===== src/rtl/vic_arbiter.sv =====
// Vectored-interrupt arbiter: shares the CPU VIRQ/IACK pair between four
// level-held requesters by fixed priority and returns a per-requester ack.
module vic_arbiter #(
  parameter logic [15:0] VEC0    = 16'o000060,
  parameter logic [15:0] VEC1    = 16'o000274,
  parameter logic [15:0] VEC2    = 16'o000100,
  parameter logic [15:0] VEC3    = 16'o000000,
  parameter int unsigned ACK_TMO = 16,
  parameter int unsigned GAP_CYC = 2
) (
  input  logic        wb_clk,
  input  logic        sys_init_n,
  input  logic [3:0]  virq_req,
  input  logic [3:0]  virq_ena,
  output logic [3:0]  virq_ack,
  output logic        cpu_virq,
  output logic [15:0] cpu_ivec,
  input  logic        cpu_iack,
  output logic        spurious
);

  typedef enum logic [2:0] {
    S_IDLE,
    S_REQ,
    S_ACK,
    S_REL,
    S_GAP
  } state_t;

  localparam logic [7:0] TMO_LD   = 8'(ACK_TMO);
  localparam logic [3:0] GAP_LD   = 4'(GAP_CYC);
  localparam bit         GAP_NONE = (GAP_CYC == 0);

  state_t      state;
  logic [1:0]  win;
  logic [7:0]  tmo_cnt;
  logic [3:0]  gap_cnt;
  logic        iack_old;
  logic [3:0]  eff;
  logic        iack_edge;

  function automatic logic [1:0] win_idx(input logic [3:0] e);
    if (e[0])      return 2'd0;
    else if (e[1]) return 2'd1;
    else if (e[2]) return 2'd2;
    else if (e[3]) return 2'd3;
    return 2'd0;
  endfunction

  function automatic logic [15:0] vec_of(input logic [1:0] idx);
    case (idx)
      2'd0:    return VEC0;
      2'd1:    return VEC1;
      2'd2:    return VEC2;
      default: return VEC3;
    endcase
  endfunction

  function automatic logic [3:0] ack_bit(input logic [1:0] idx);
    return 4'b0001 << idx;
  endfunction

  assign eff       = virq_req & virq_ena;
  assign iack_edge = cpu_iack & ~iack_old;

  always_ff @(posedge wb_clk) begin
    if (!sys_init_n) begin
      state    <= S_IDLE;
      win      <= 2'd0;
      tmo_cnt  <= 8'd0;
      gap_cnt  <= 4'd0;
      iack_old <= 1'b0;
      cpu_virq <= 1'b0;
      cpu_ivec <= 16'd0;
      virq_ack <= 4'd0;
      spurious <= 1'b0;
    end else begin
      iack_old <= cpu_iack;
      spurious <= 1'b0;
      case (state)
        S_IDLE: begin
          cpu_virq <= 1'b0;
          virq_ack <= 4'd0;
          if (iack_edge) spurious <= 1'b1;
          if (|eff) begin
            win      <= win_idx(eff);
            cpu_ivec <= vec_of(win_idx(eff));
            cpu_virq <= 1'b1;
            state    <= S_REQ;
          end
        end
        // The CPU commits to the vector on its IACK edge, so that wins over a
        // request dropping in the same cycle.
        S_REQ: begin
          if (iack_edge) begin
            cpu_virq <= 1'b0;
            virq_ack <= ack_bit(win);
            tmo_cnt  <= TMO_LD;
            state    <= S_ACK;
          end else if (!eff[win]) begin
            cpu_virq <= 1'b0;
            state    <= S_IDLE;
          end
        end
        // Release watches the raw request so a mask change cannot cut the ack.
        S_ACK: begin
          if (!virq_req[win] || tmo_cnt <= 8'd1) begin
            virq_ack <= 4'd0;
            tmo_cnt  <= 8'd0;
            state    <= S_REL;
          end else begin
            tmo_cnt <= tmo_cnt - 8'd1;
          end
        end
        S_REL: begin
          virq_ack <= 4'd0;
          if (iack_edge) spurious <= 1'b1;
          gap_cnt <= GAP_LD;
          state   <= GAP_NONE ? S_IDLE : S_GAP;
        end
        S_GAP: begin
          if (iack_edge) spurious <= 1'b1;
          if (gap_cnt <= 4'd1) begin
            gap_cnt <= 4'd0;
            state   <= S_IDLE;
          end else begin
            gap_cnt <= gap_cnt - 4'd1;
          end
        end
        default: state <= S_IDLE;
      endcase
    end
  end

endmodule


===== config.mk =====
export PLATFORM = sky130hd
export DESIGN_NAME = vic_arbiter
export DESIGN_NICKNAME = d
export VERILOG_FILES = /design/src/rtl/vic_arbiter.sv
export SDC_FILE = /design/constraint.sdc
export NUM_CORES = 1
export LEC_CHECK = 0
export BUFFER_PORTS_ARGS = -buffer_cell sky130_fd_sc_hd__buf_2
export CAP_MARGIN = 20
export CORE_ASPECT_RATIO = 1.75
export CORE_MARGIN = 1.5
export CORE_UTILIZATION = 40
export CTS_BUF_LIST = sky130_fd_sc_hd__clkbuf_16
export DETAILED_ROUTE_END_ITERATION = 8
export HOLD_SLACK_MARGIN = 0.12
export PLACE_DENSITY = 0.68
export SYNTH_ARGS = -nofsm -noshare
export SYNTH_HDL_FRONTEND = slang
export SYNTH_SLANG_ARGS = --single-unit

===== constraint.sdc =====
create_clock -name wb_clk -period 3.2 [get_ports wb_clk]
set_input_delay 0.32 -clock wb_clk [delete_from_list [all_inputs] [get_ports wb_clk]]
set_output_delay 0.32 -clock wb_clk [all_outputs]
set_load 0.02 [all_outputs]

==> results of run 1 <==
[cell type report]
cell class / count / area (um2)
Tap cell: 46 / 57.6
Clock buffer: 3 / 75.1
Clock inverter: 1 / 7.51
Timing Repair Buffer: 22 / 110
Fill cell: 389 / 1980
Sequential cell: 27 / 541
Inverter: 6 / 22.5
Multi-Input combinational cell: 138 / 908
[flip-flops by register name (all words and copies together), names as in the netlist]
signal    count
spurious      1
iack_old      1
win           2
state         3
tmo_cnt       8
cpu_virq      1
cpu_ivec      3
gap_cnt       4
virq_ack      4
[how the worst max path moves through the flow]
stage	endpoint	slack, ps
after CTS	gap_cnt[3]$_SDFFE_PN0P_	1320
after global routing	tmo_cnt[4]$_SDFFE_PN0P_	1180
after detailed placement	gap_cnt[3]$_SDFFE_PN0P_	1340
final	gap_cnt[3]$_SDFFE_PN0P_	1320
after floorplan	gap_cnt[3]$_SDFFE_PN0P_	1460
after global placement	gap_cnt[3]$_SDFFE_PN0P_	1350
[kinds of logic after synthesis]
| family | after synthesis | share of synthesized area, % |
|---|---|---|
| AO/OA/AOI/OAI | 46 | 20.7 |
| other | 1 | 0.240 |
| adder cells (fa/ha/maj) | 4 | 3.20 |
| AND/OR/NAND/NOR | 73 | 27.8 |
| flip-flops | 27 | 34.6 |
| multiplexers | 5 | 4.00 |
| buffers and inverters | 26 | 9.52 |
[where the power goes]
group / switching, mW / internal [mW] / leakage [nW] / total (mW)
clock network: 0.122 / 0.170 / 0.0371 / 0.292
logic: 0.0859 / 0.0556 / 0.424 / 0.142
registers: 0.0205 / 0.353 / 0.220 / 0.373
[routing by layer]
layer / global-route usage (%) / vias up / part of all wire, %
li1: - / 673 / -
met1: 16.2 / 620 / 39
met2: 30.0 / 31 / 56
met3: 1.74 / 7 / 3.0
met4: 7.07 / 0 / 2.3
met5: 0 / - / 0
[through the flow]
step / util [%] / cell area (um2) / total power, mW / setup WS, ps / hold slack [ps]
floorplan: - / 1600 / 0.500 / 1460 / 457
global placement: 44.3 / 1640 / 0.522 / 1350 / 444
detailed placement: 44.3 / 1640 / 0.523 / 1340 / 447
CTS: 46.5 / 1720 / 0.811 / 1320 / 306
global route: 46.5 / 1720 / 0.840 / 1180 / 322
finish: 46.5 / 1720 / 0.807 / 1320 / 304
[placed cells by master (no fill, tap or decap), types with 5 or more instances in the layout]
cell      n
conb_1   10
dfxtp_1  27
buf_2    22
inv_1     5
nand3_1   5
o21ai_0  11
a21oi_1  13
nand2_1  19
nor2_1    7
==> results.md, run 1 <==
- Status: completed
- Layout cells sized above 1: 21.3%
- Maxcap violations: 0
- Power Density: 469 mW/mm2
- Placed Cells: 239
- Synth unique cells: 52
- Slew Limit Fails: 0
- Die outline width: 50.3 um
- Synth area leaders: dfxtp_1, buf_4, nand2_1, a21oi_1, o21ai_0
- DRC violations left: 0
- CTS Buf Count: 3
- Endpoint type of the worst setup path: flip-flop
- Largest net degree at the start of global routing: 20
- Tcrit/Tclk final: 58.9%
- CP Max Fanout: 11
- Worst Hold End: iack_old$_SDFF_PN0_
- Buffers on Ports: 22
- Gr usage total: 15.6%
- Synth Warn #: 0
- WP buf/inv: 0
- Hold Vio Cnt, Final: 0
- Antenna cells: 0
- Routed Antenna Nets: 0
- Nets: 213
- Clock Latency Late Sink: 260 ps
- DIE AREA: 0.00431 mm2
- Stages on worst setup path: 4
- Number of setup violations in the final report: 0
- CTS clock-pin slew for the worst setup and hold paths: 70 ps
- Gpl congestion: 0.807
- Fraction of registers with async set or reset after synthesis: 0%
- Startpoint types: flip-flop
- Worst hold path type: input pin to flip-flop
- Commonest cells in the netlist: dfxtp_1, nand2_1, a21oi_1, buf_4, o21ai_0
- Die Span Y: 85.7 um
- H-tree depth: 1
- Initial DRC count: 18
- Crit-path cells: or3b_1, a21o_1, or3b_2, a21oi_1
- Register area share after synthesis: 34.6%
- Final Skew: 4.42 ps
- Data arrival, critical path: 2070 ps
- Initial core utilization: 42.3%
- Ports: 33
- Critical Path Max Stage Delay: 520 ps
- Setup TNS: 0 ps
- CTS resizes: 0
- R2R Path End: gap_cnt[3]$_SDFFE_PN0P_
- Transition time of the tightest slew-check pin: 715 ps
- Root buf cell: clkbuf_16
- R2r setup slk: 1320 ps
- Synth Register Bits: 27
- Min Tclk post-route: 1880 ps
- DR vias: 1331
- Mapped cell area: 0.00156 mm2
- Hold_sp: cpu_iack
- Initial antenna violation count: 0
- RSZ-0062 raised after global routing: no
- Area grow syn2layout: 10.1%
- Worst Setup SP: state[2]$_SDFFE_PN0P_
- Core box area: 0.00370 mm2
- Core Rows: 29
- Yosys top cell by area: dfxtp_1
- Slew HR: 52.2%
- CTS tree: done
- Main flop type after synthesis: dfxtp_1
- Slowest CP cell: dfxtp_1
- WHS Path Cells: 2
- Synthesized area per cell: 8.59 um2
- Crit path max-delay family: simple AND/OR/NAND/NOR gates
- VDD IR max: 404 uV
- Total Wirelength: 3120 um
- Share of the synthesized area in the top cell type: 34.6%
- Clock sinks: 27
- Number of synthesized flops with an enable pin: 0
- Pleak: 0.681 nW
- Post-DP HPWL: 2360 um
- CP Class: flip-flop to flip-flop
- Post-CTS Setup Repair Bufs: 0
- Wire length per cell: 12.8 um
- Vias in the first global route: 1235
- Critical path required time: 3390 ps
- Fmax: 0.531 GHz
- Finished Layout Cells: 243
- Max Buffers Root-to-Sink: 2
- Post-Synthesis Cells: 182
- Via/cell ratio: 5.48
- First-pass GRT wire length: 5390 um
- Worst reg2reg startpoint: state[2]$_SDFFE_PN0P_
- CTS hold repair buffers: 0
- Count leader, synth: dfxtp_1
- Gr ovfl total: 0
- Reg2reg path depth: 4
- First-pass detailed-route iteration total: 4
(Power assumes the default switching activity.)
==> run 2: changes to the inputs <==
==> constraint.sdc (replaced) <==
create_clock -name wb_clk -period 1.8 [get_ports wb_clk]
set_input_delay 0.18 -clock wb_clk [delete_from_list [all_inputs] [get_ports wb_clk]]
set_output_delay 0.18 -clock wb_clk [all_outputs]
set_load 0.02 [all_outputs]
==> run 2 against run 1 <==
Sequential share of layout area shrank 2.3 points. Sequential power is 75% higher. Critical path type unchanged. Combinational power rose by 110%. Highest routed layer unchanged. Critical endpoint is now virq_ack[3]$_SDFFE_PN0P_. Setup slack got worse by 1200 ps. Via count grew 8.5%. Utilization grew 4.1 points. Total power grew 82%. First-iteration DRC count is 39% higher.
==> results.md, run 2 (synthesized netlist as in run 1, its figures left out) <==
- Biggest regs: tmo_cnt: 8 flops, gap_cnt: 4 flops, virq_ack: 4 flops
- CP Max Fanout: 7 (-4)
- Fill cells: 370 (-4.9%)
- Finished Layout Cells: 261 (+7.4%)
- Max Buffers Root-to-Sink: 2 (unchanged)
- Area grow syn2layout: 19.7%
- Post-CTS Setup Repair Bufs: 0 (unchanged)
- Gr ovfl total: 0 (unchanged)
- Endpoint type of the worst setup path: flip-flop
- First-pass detailed-route iteration total: 5 (+1)
- Clock share of power: 35.3% (-0.9 points)
- H-tree depth: 1 (unchanged)
- Flip-flop and latch area: 546 um2 (+0.93%)
- Dpl ws: -5.52 ps (-1340 ps)
- Reg power frac: 44.4% (-1.8 points)
- Core box area: 0.00370 mm2 (unchanged)
- Gpl congestion: 0.814 (+0.91%)
- Largest net degree at the start of global routing: 17 (-15%)
- Routed Antenna Nets: 0 (unchanged)
- Maxcap violations: 0 (unchanged)
- DRC violations left: 0 (unchanged)
- Worst hold path type: input pin to flip-flop
- Post-DP HPWL: 2590 um (+9.5%)
- First-pass GRT wire length: 5940 um (+10%)
- Initial core utilization: 42.3% (unchanged)
- NetSw: 0.414 mW (+81%)
- DR vias: 1444 (+8.5%)
- Data arrival, critical path: 1860 ps (-210 ps)
- Setup TNS: 0 ps (unchanged)
- Post-route cell area: 0.00187 mm2 (+8.7%)
- Power Density: 784 mW/mm2 (+67%)
- VDD IR max: 664 uV (+64%)
- Fmax: 0.587 GHz (+11%)
- Hold Vio Cnt, Final: 0 (unchanged)
- Ports: 33 (unchanged)
- Gr usage total: 17.7% (+2.0 points)
- Initial antenna violation count: 0 (unchanged)
- Vias in the first global route: 1344 (+8.8%)
- Multi-input logic area: 918 um2 (+1.1%)
- Final Skew: 4.77 ps (+0.354 ps)
- Crit-path cells: or4_4, o311ai_4, buf_4, nand2_4, mux2i_1
- Slowest CP cell: or4_4
- Tcrit/Tclk final: 94.6% (+36 points)
- Layout cells sized above 1: 30.2% (+8.9 points)
- Root buf cell: clkbuf_16
- Min Tclk post-route: 1700 ps (-181 ps)
- CTS clock-pin slew for the worst setup and hold paths: 70 ps (about the same)
- Status: completed
- Clock sinks: 27 (unchanged)
- Die Span Y: 85.7 um (unchanged)
- Crit path max-delay family: simple AND/OR/NAND/NOR gates
- Total Wirelength: 3360 um (+7.7%)
- Placement Cell Area: 0.00177 mm2 (+8.2%)
- Core Rows: 29 (unchanged)
- CTS hold repair buffers: 0 (unchanged)
- Internal: 1.05 mW (+82%)
- Via/cell ratio: 5.53 (+1.0%)
- Nets: 231 (+8.5%)
- Logic gate share of total power: 20.3% (+2.8 points)
- PnR worst setup slack: 96.6 ps (-1220 ps)
- CP Class: flip-flop to flip-flop
- DIE AREA: 0.00431 mm2 (unchanged)
- CTS Buf Count: 3 (unchanged)
- Antenna cells: 0 (unchanged)
- Buffers on Ports: 22 (unchanged)
- Slew Limit Fails: 0 (unchanged)
- Sw frac: 28.2% (-0.10 points)
- Most frequent cells in the layout: dfxtp_1, buf_2, nand2_1
- Initial DRC count: 25 (+7)
- Wire length per cell: 12.9 um (+0.24%)
- CTS tree: done
- WP buf/inv: 1 (+1)
- Critical path required time: 1950 ps (-1440 ps)
- Die outline width: 50.3 um (unchanged)
- Clock Latency Late Sink: 260 ps (about the same)
- Startpoint types: flip-flop
- Pleak: 0.766 nW (+12%)
- Number of setup violations in the final report: 0 (unchanged)
- Placed Cells: 257 (+7.5%)
- Critical Path Max Stage Delay: 540 ps (+20 ps)
- Reg with most FFs: tmo_cnt
- Commonest non-fill, non-tap cell in the layout: dfxtp_1
- RSZ-0062 raised after global routing: no
- Max reg flops: 8 (unchanged)
run 2: cell types whose count changed in the layout (fill, tap and decap cells not counted), sizes merged:
cell	delta
buf	+18
run 2: worst paths after layout:
check	depth (start not counted)	startpoint	endpoint	slack (ps)
min	2	cpu_iack	iack_old$_SDFF_PN0_	170
max	5	tmo_cnt[5]$_SDFFE_PN0P_	virq_ack[3]$_SDFFE_PN0P_	100
min reg2reg	2	virq_ack[0]$_SDFFE_PN0P_	virq_ack[0]$_SDFFE_PN0P_	460
max reg2reg	5	tmo_cnt[5]$_SDFFE_PN0P_	virq_ack[3]$_SDFFE_PN0P_	100
run 2: metrics by stage:
| stage | total power [mW] | utilization, % | hold WS (ps) |
|---|---|---|---|
| 6_report | 1.47 | 50.6 | 172 |
| 5_1_grt | 1.53 | 50.6 | 200 |
| 4_1_cts | 1.48 | 50.2 | 177 |
| 3_5_place_dp | 0.962 | 47.9 | 449 |
| 3_3_place_gp | 0.959 | 47.9 | 440 |
| 2_1_floorplan | 0.889 | - | 317 |
run 2: final cells by class:
| class | count | share of cell area [%] |
|---|---|---|
| multi-input cells | 138 | 49.1 |
| flip-flops and latches | 27 | 29.1 |
| repair buffers | 40 | 13.1 |
| clock buffers | 3 | 4.01 |
| well taps | 46 | 3.07 |
| inverters | 6 | 1.20 |
| clock inverters | 1 | 0.401 |
run 2: power by group through the flow:
| stage | clock network [mW] | registers [mW] | logic [mW] |
|---|---|---|---|
| after floorplan | 0 | 0.674 | 0.214 |
| after global placement | 0 | 0.665 | 0.294 |
| after detailed placement | 0 | 0.666 | 0.296 |
| after CTS | 0.529 | 0.652 | 0.298 |
| after global routing | 0.548 | 0.655 | 0.330 |
| final | 0.518 | 0.651 | 0.297 |
run 2: timing repair:
item / 4_1_cts / 5_1_grt
pin swaps: 0 / 3
endpoints found under the setup margin: 1 / 5
resized for setup: 1 / 6
run 2: metal layers:
layer | share of wire [%] | global-route usage [%]
met2 | 55 | 33.3
met3 | 2.9 | 1.57
met1 | 40 | 19.1
met4 | 1.8 | 8.33
met5 | 0 | 0
